===== config.mk =====
export PLATFORM = sky130hd
export DESIGN_NAME = alu_cmd_sequencer
export DESIGN_NICKNAME = d
export VERILOG_FILES = /design/src/rtl/alu_cmd_sequencer.sv
export SDC_FILE = /design/constraint.sdc
export NUM_CORES = 1
export LEC_CHECK = 0
export CORE_ASPECT_RATIO = 0.8
export CORE_MARGIN = 2
export CORE_UTILIZATION = 35
export CTS_CLUSTER_DIAMETER = 200
export CTS_CLUSTER_SIZE = 40
export DETAILED_ROUTE_END_ITERATION = 10
export DONT_BUFFER_PORTS = 1
export GPL_ROUTABILITY_DRIVEN = 0
export SLEW_MARGIN = 20
export SYNTH_ARGS = -nofsm -noshare
export SYNTH_HDL_FRONTEND = slang
export SYNTH_SLANG_ARGS = --single-unit

===== constraint.sdc =====
create_clock -name clk -period 5.4 [get_ports clk]
set_input_delay 0.54 -clock clk [delete_from_list [all_inputs] [get_ports clk]]
set_output_delay 0.54 -clock clk [all_outputs]
set_load 0.005 [all_outputs]

===== src/rtl/alu_cmd_sequencer.sv =====
// alu_cmd_sequencer: command FIFO feeding a 16-function ALU. The accumulator
// is operand A; every result lands in a valid/ready result register.
// Optional macro ALU_CMD_SEQUENCER_FLAGS_EN adds registered res_zero/res_carry.
module alu_cmd_sequencer #(
    parameter int DEPTH = 4,
    parameter int W     = 8
) (
    input  logic                     clk,
    input  logic                     rst,
    input  logic                     cmd_valid,
    output logic                     cmd_ready,
    input  logic [3:0]               cmd_sel,
    input  logic [W-1:0]             cmd_b,
    input  logic                     cmd_cin,
    input  logic                     cmd_wb,
    output logic                     res_valid,
    input  logic                     res_ready,
    output logic [W-1:0]             res_data,
`ifdef ALU_CMD_SEQUENCER_FLAGS_EN
    output logic                     res_zero,
    output logic                     res_carry,
`endif
    output logic [W-1:0]             acc,
    output logic                     busy,
    output logic [$clog2(DEPTH):0]   cmd_count
);

    localparam int AW = $clog2(DEPTH);
    localparam logic [AW:0] FULL_CNT = (AW+1)'(DEPTH);

    typedef struct packed {
        logic [3:0]   sel;
        logic [W-1:0] b;
        logic         cin;
        logic         wb;
    } cmd_t;

    typedef enum logic [1:0] {IDLE, RUN, STALL} state_t;

    state_t        state_q, state_d;
    cmd_t          mem_q [DEPTH];
    logic [AW-1:0] wr_ptr_q, wr_ptr_d, rd_ptr_q, rd_ptr_d;
    logic [AW:0]   count_q, count_d;
    logic [W-1:0]  acc_q, acc_d, res_data_q, res_data_d;
    logic          res_valid_q, res_valid_d;
    logic          empty, full, push, issue;
    cmd_t          head;
    logic [W-1:0]  a, b, y;

    assign empty     = (count_q == '0);
    assign full      = (count_q == FULL_CNT);
    assign push      = cmd_valid && !full;
    assign head      = mem_q[rd_ptr_q];
    assign a         = acc_q;
    assign b         = head.b;
    assign cmd_ready = !full;
    assign res_valid = res_valid_q;
    assign res_data  = res_data_q;
    assign acc       = acc_q;
    assign busy      = !empty || res_valid_q;
    assign cmd_count = count_q;

    // ALU: result of the head command against the current accumulator
    always_comb begin
        y = '0;
        case (head.sel)
            4'h0: y = a;
            4'h1: y = a + W'(1);
            4'h2: y = a - W'(1);
            4'h3: y = b;
            4'h4: y = b + W'(1);
            4'h5: y = b - W'(1);
            4'h6: y = a + b;
            4'h7: y = a + b + W'(head.cin);
            4'h8: y = ~a;
            4'h9: y = ~b;
            4'hA: y = a & b;
            4'hB: y = a | b;
            4'hC: y = ~(a & b);
            4'hD: y = ~(a | b);
            4'hE: y = a ^ b;
            default: y = ~(a ^ b);
        endcase
    end

    // Sequencer FSM, FIFO pointers/occupancy and result/accumulator update
    always_comb begin
        state_d     = state_q;
        wr_ptr_d    = wr_ptr_q;
        rd_ptr_d    = rd_ptr_q;
        count_d     = count_q;
        acc_d       = acc_q;
        res_data_d  = res_data_q;
        res_valid_d = res_valid_q;
        issue       = 1'b0;
        case (state_q)
            IDLE: if (!empty) state_d = RUN;
            RUN: begin
                if (empty)                            state_d = IDLE;
                else if (!res_valid_q || res_ready)   issue   = 1'b1;
                else                                  state_d = STALL;
            end
            STALL: if (res_ready) begin
                issue   = 1'b1;
                state_d = RUN;
            end
            default: state_d = IDLE;
        endcase
        if (issue) begin
            res_data_d  = y;
            res_valid_d = 1'b1;
            if (head.wb) acc_d = y;
        end else if (res_valid_q && res_ready) begin
            res_valid_d = 1'b0;
        end
        if (push)  wr_ptr_d = wr_ptr_q + AW'(1);
        if (issue) rd_ptr_d = rd_ptr_q + AW'(1);
        case ({push, issue})
            2'b10:   count_d = count_q + (AW+1)'(1);
            2'b01:   count_d = count_q - (AW+1)'(1);
            default: count_d = count_q;
        endcase
    end

    // State registers with synchronous reset
    always_ff @(posedge clk) begin
        if (rst) begin
            state_q     <= IDLE;
            wr_ptr_q    <= '0;
            rd_ptr_q    <= '0;
            count_q     <= '0;
            acc_q       <= '0;
            res_data_q  <= '0;
            res_valid_q <= 1'b0;
        end else begin
            state_q     <= state_d;
            wr_ptr_q    <= wr_ptr_d;
            rd_ptr_q    <= rd_ptr_d;
            count_q     <= count_d;
            acc_q       <= acc_d;
            res_data_q  <= res_data_d;
            res_valid_q <= res_valid_d;
        end
    end

    // FIFO storage; contents need no reset since occupancy gates reads
    always_ff @(posedge clk) begin
        if (push) mem_q[wr_ptr_q] <= '{sel: cmd_sel, b: cmd_b, cin: cmd_cin, wb: cmd_wb};
    end

`ifdef ALU_CMD_SEQUENCER_FLAGS_EN
    logic [W:0] ext;
    logic       y_c;
    logic       zero_q, zero_d, carry_q, carry_d;

    // Carry/borrow out of the arithmetic codes, zero for the rest
    always_comb begin
        ext = '0;
        y_c = 1'b0;
        case (head.sel)
            4'h1: begin ext = {1'b0, a} + (W+1)'(1); y_c = ext[W]; end
            4'h4: begin ext = {1'b0, b} + (W+1)'(1); y_c = ext[W]; end
            4'h6: begin ext = {1'b0, a} + {1'b0, b}; y_c = ext[W]; end
            4'h7: begin ext = {1'b0, a} + {1'b0, b} + (W+1)'(head.cin); y_c = ext[W]; end
            4'h2: y_c = (a == '0);
            4'h5: y_c = (b == '0);
            default: y_c = 1'b0;
        endcase
    end

    // Flags load with the result and hold alongside it
    always_comb begin
        zero_d  = zero_q;
        carry_d = carry_q;
        if (issue) begin
            zero_d  = (y == '0);
            carry_d = y_c;
        end
    end

    // Flag registers
    always_ff @(posedge clk) begin
        if (rst) begin
            zero_q  <= 1'b0;
            carry_q <= 1'b0;
        end else begin
            zero_q  <= zero_d;
            carry_q <= carry_d;
        end
    end

    assign res_zero  = zero_q;
    assign res_carry = carry_q;
`endif

endmodule


Yosys cells after proc, flatten, opt, wreduce, memory -nomap -nowiden

Memories as Yosys holds them, arrays and structs flattened. A register that Yosys moved wholly into a read port is not among the register bits.
Index checks and enable logic that the tools add are counted.
Widths: inputs -> output; s select.

ROM bits: 0
Output and inout bits: 22
Memories kept: 1
Word-level logic and storage cells: 79
Bits in writable memories: 56
Register bits after elaboration: 26
Input port bits: 18
Bits in latches: 0

Multiplexer cells: 17
Shift-type cells: 0
Equality and inequality tests: 22
Multipliers: 0
Bitwise gates (word level): 8
$lt $le $gt $ge: 0
Divide/modulo/power cells: 0
Reduce and logical (&&, ||, !) cells: 14
Add/subtract/negate cells: 10

Memories:

| memory | depth | bits a word | read ports | clocked after Yosys merged registers in | wr ports | RTL line | source |
|---|---|---|---|---|---|---|---|
| mem_q  | 4     | 14          | 1          | 1                                       | 1        | 41       | `cmd_t mem_q [DEPTH];` |

Operator list:

| cell                | number |
|---|---|
| $pmux 8 s15         | 1 |
| $not 8->8           | 5 |
| $eq 4x4->1 const B  | 7 |
| $add 8x1->8 const B | 2 |
| $eq 4x3->1 const B  | 4 |
| $sub 8x1->8 const B | 2 |
| $mux 2              | 6 |
| $add 8x1->8         | 1 |
| $add 8x8->8         | 1 |
| $and 8x8->8         | 1 |
| $eq 4x2->1 const B  | 2 |
| $or 8x8->8          | 1 |
| $xor 8x8->8         | 1 |
| $mux 1              | 7 |
| $pmux 2 s3          | 1 |
| $pmux 3 s2          | 1 |
| $add 2x1->2 const B | 2 |
| $eq 2x1->1 const B  | 2 |
| $eq 2x2->1 const B  | 2 |
| $eq 4x1->1 const B  | 1 |
| $logic_not 4->1     | 1 |
| $ne 2x2->1 const B  | 2 |
| $reduce_bool 2->1   | 2 |
| $add 3x1->3 const B | 1 |
| 11 further kinds    | 15 |

Longest topological paths before layout

Gate-level depths: netlist of run 1.

Depth in word-level cells: 7
Mapped depth: 15
Depth with buffers taken out: 13

Least setup slack after synthesis of run 1

OpenSTA, ideal clock, no wires.

Path kind: register to register
From: reg (tool-made name)
To: reg acc_q[7] (netlist: acc[7])
Data required time: 5.270 ns
Data arrival time: 3.377 ns
Setup slack: 1.893 ns
Path buffers: 2
Cell stages (with the launch flop): 16
Setup time: 0.130 ns
Cell sequence: dfxtp_1 -> buf_6 -> mux4_2 -> and2b_1 -> buf_2 -> nand2_1 -> inv_1 -> ha_1 -> a21oi_1 -> o21ai_0 -> o41ai_1 -> o21ai_0 -> xnor2_1 -> o21ai_1 -> a211oi_2 -> o32ai_1

RTL lines:

| item                   | RTL line | source |
|---|---|---|
| end signal: assignment | 132      | `acc_q <= '0;` |
| end signal: assignment | 140      | `acc_q <= acc_d;` |
| end: declaration       | 44       | `logic [W-1:0] acc_q, acc_d, res_data_q, res_data_d;` |

==> reports/qor.yml, run 1 <==
synthMostInstantiatedCell: "edfxtp_1"
drtPass1Iterations: 6
vias: 4507
avgSynthCellArea_um2: 10.2
worst_pin_slew_ns: 0.849
core_area_um2: 15900
synth.top_cells.by_count: "56 x edfxtp_1, 46 x nand2_1, 42 x nor2_1, 40 x ha_1, 37 x inv_1"
slew_headroom_pct: 43.2
synth.top_cell.area_share_pct: 29.5
dp_hpwl_mm: 11.4
ys_ff_latch: 84
area_delta_synth_final_pct: 6.81
grt_overflow: 0
clock_sinks: 84
die_h_um: 118
period_needed_ns: 4.72
grt_max_degree: 34
h-tree-depth: 3
finalSetupTns_ns: 0
syn_nets: 619
fin_nets: 606
async_flop_share_pct: 0
multi_input_area_um2: 3140
power_leakage_nw: 2.14
synth_seq_area_share_pct: 39.3
cts-root-buf: "clkbuf_16"
clkTransAtPathRegs_ns: 0.06
grt_setup_unrepaired: "no"
netlist_top_cells_area: "edfxtp_1 30%, dfxtp_1 9.8%, ha_1 8.8%, mux4_2 5.5%, nand2_1 3.0%"
detail-route-antenna-nets: 0
dp_worst_setup_slack_ns: 0.794
worstSetupPathType: "reg2reg"
syn-cell-area_um2: 5700
worstPathArrival_ns: 4.94
min_path_type: "in2reg"
cts_buffer_depth: 2
cts_buffers: 9
cpMostUsedCell: "o21ai_0"
post_cts_resized: 0
ys.flop_type: "edfxtp_1"
regArea_um2: 2240
drive_above_1_share_pct: 8.56
cts_hold_buf: 0
critPathCaptureType: "flop"
antenna_found_initial: 0
crit_chain: "buf_4, mux4_2, nor2b_1, nand2_1, inv_1, ha_1, a21oi_1, o21ai_0, o41ai_1, o21ai_0, xnor2_1, o21ai_1, a211oi_2, o32ai_1"
io_pins: 40
grt_pass1_vias: 4649
cts_tree: "yes"
drt_wl_total_mm: 15.2
cap_violations: 0
grtUsageTotal_pct: 17.9
syn_inst: 557
fin_util_pct: 38.4
crit_path_start_kind: "flop"
power_density_nw_per_um2: 321
setup_violations: 0
wl_per_cell_um: 19.9
die_w_um: 147
num_rows: 41
drc: 0
fmax_ghz: 0.212
crit_path_top_delay_cell: "mux4_2"
synth_edf_count: 56
cp_max_fo: 33
vias_per_cell: 5.90
grt_first_pass_wirelength_mm: 24.2
cp.required_ns: 5.62
die_area_um2: 17300
initial_core_util_pct: 36.0
placement.cell_area_um2: 5830
worst_slack_ns: 0.681
hold_viol: 0
drt_iter0_markers: 607
ir_drop_uv: 183
clock_latency_ns: 0.35
synth_cell_types: 75
synth_top_cell_by_area: "edfxtp_1"
io_buffers: 0
fin_hold_ws_ns: 0.258
clock_skew_ns: 0.00916
antenna_cells: 0
slew_violations: 0
status: "finished clean"
post-route-period-util_pct: 87.4
n_fill_cell: 1545
cts_setup_buffers: 0
yosysWarnings: 0
max_stage_delay_ns: 0.73
fin_area_um2: 6090
## layout by cell type, fill, tap and decap left out, types with 4 or more instances in the layout
master and count:
a32oi_1 5, edfxtp_1 56, nor3_1 9, nand2b_1 9
a31oi_1 4, xnor2_1 17, nand2_1 46, nor2_1 42
inv_1 37, o211ai_1 5, mux4_2 14, and3_1 9
o221ai_1 5, xor2_1 10, clkbuf_16 9, ha_1 40
nand4_1 5, o21a_1 4, nor2b_1 4, a21oi_1 23
dfxtp_1 28, o22ai_1 5, mux2_2 4, o21ai_0 29
clkinv_1 4, a22oi_1 7, mux2i_1 11, nand3_1 16
a211oi_1 6, o32ai_1 7, a21o_1 4, buf_4 5
fa_1 4
## layer usage
| layer | global-route usage, % | share of wire, % | vias to the layer above |
|---|---|---|---|
| met5 | 0 | 0 | - |
| met4 | 7.46 | 2.8 | 0 |
| met3 | 6.18 | 9.6 | 34 |
| met2 | 27.8 | 45 | 218 |
| met1 | 22.7 | 43 | 2186 |
| li1 | - | - | 2069 |
## power by group
| group | leakage (nW) | internal (mW) | switching, mW |
|---|---|---|---|
| Combinational | 1.28 | 0.242 | 0.401 |
| Clock | 0.117 | 0.305 | 0.237 |
| Sequential | 0.741 | 0.733 | 0.0347 |
| Total | 2.14 | 1.28 | 0.673 |
## cells by family (layout without fill, tap and decap cells)
group,count (synthesis),in the layout,share of synthesized area (%)
AO/OA/AOI/OAI,140,140,17.2
XOR/XNOR,27,27,4.15
adder cells (fa/ha/maj),44,44,10.2
buffers and inverters,67,59,5.64
flip-flops,84,84,39.3
multiplexers,31,31,9.18
AND/OR/NAND/NOR,164,164,14.3
## state kept, by name, summed over array words and instances, names as in the netlist, named ones only
register and cells:
mem_q 56, acc 8, res_data 8, cmd_count 3
rd_ptr_q 2, state_q 2, wr_ptr_q 2, res_valid 1
## worst paths after layout
path | endpoint | cells past startpoint | startpoint | slack (ns)
setup / recovery | acc[7] | 14 | flop | 0.68
hold / removal | acc[3] | 1 | rst | 0.26
setup reg to reg | acc[7] | 14 | flop | 0.68
hold reg to reg | wr_ptr_q[1] | 2 | wr_ptr_q[1] | 0.49
## through the flow
stage	instances	total power [mW]
after global placement	748	1.39
final	764	1.95
after global routing	764	2.06
after floorplan	557	1.26
after detailed placement	748	1.41
after CTS	764	1.96
## cell type report
| type | count | share of cell area [%] |
|---|---|---|
| multi-input cells | 406 | 51.5 |
| clock inverters | 6 | 0.514 |
| well taps | 215 | 4.42 |
| flip-flops and latches | 84 | 36.8 |
| clock buffers | 10 | 3.76 |
| inverters | 38 | 2.34 |
| repair buffers | 5 | 0.617 |
## critical path, delay by kind of cell (launching register included)
kind | cells | cell delay, ns
AND/OR/NAND/NOR | 2 | 0.96
XOR/XNOR | 1 | 0.19
adder cells (fa/ha/maj) | 1 | 0.32
multiplexers | 1 | 0.73
AO/OA/AOI/OAI | 7 | 1.48
flip-flops | 1 | 0.30
buffers and inverters | 2 | 0.58
No activity file was read; power rests on OpenSTA's default activity.
==> inputs of run 2 (changes only) <==
--- a/config.mk
+++ b/config.mk
@@ -9,7 +9,7 @@
 export CORE_MARGIN = 2
 export CORE_UTILIZATION = 35
 export CTS_CLUSTER_DIAMETER = 200
-export CTS_CLUSTER_SIZE = 40
+export CTS_CLUSTER_SIZE = 14
 export DETAILED_ROUTE_END_ITERATION = 10
 export DONT_BUFFER_PORTS = 1
 export GPL_ROUTABILITY_DRIVEN = 0
==> results of run 2 <==
Final layout, timing and power as in run 1 (identical DEF).
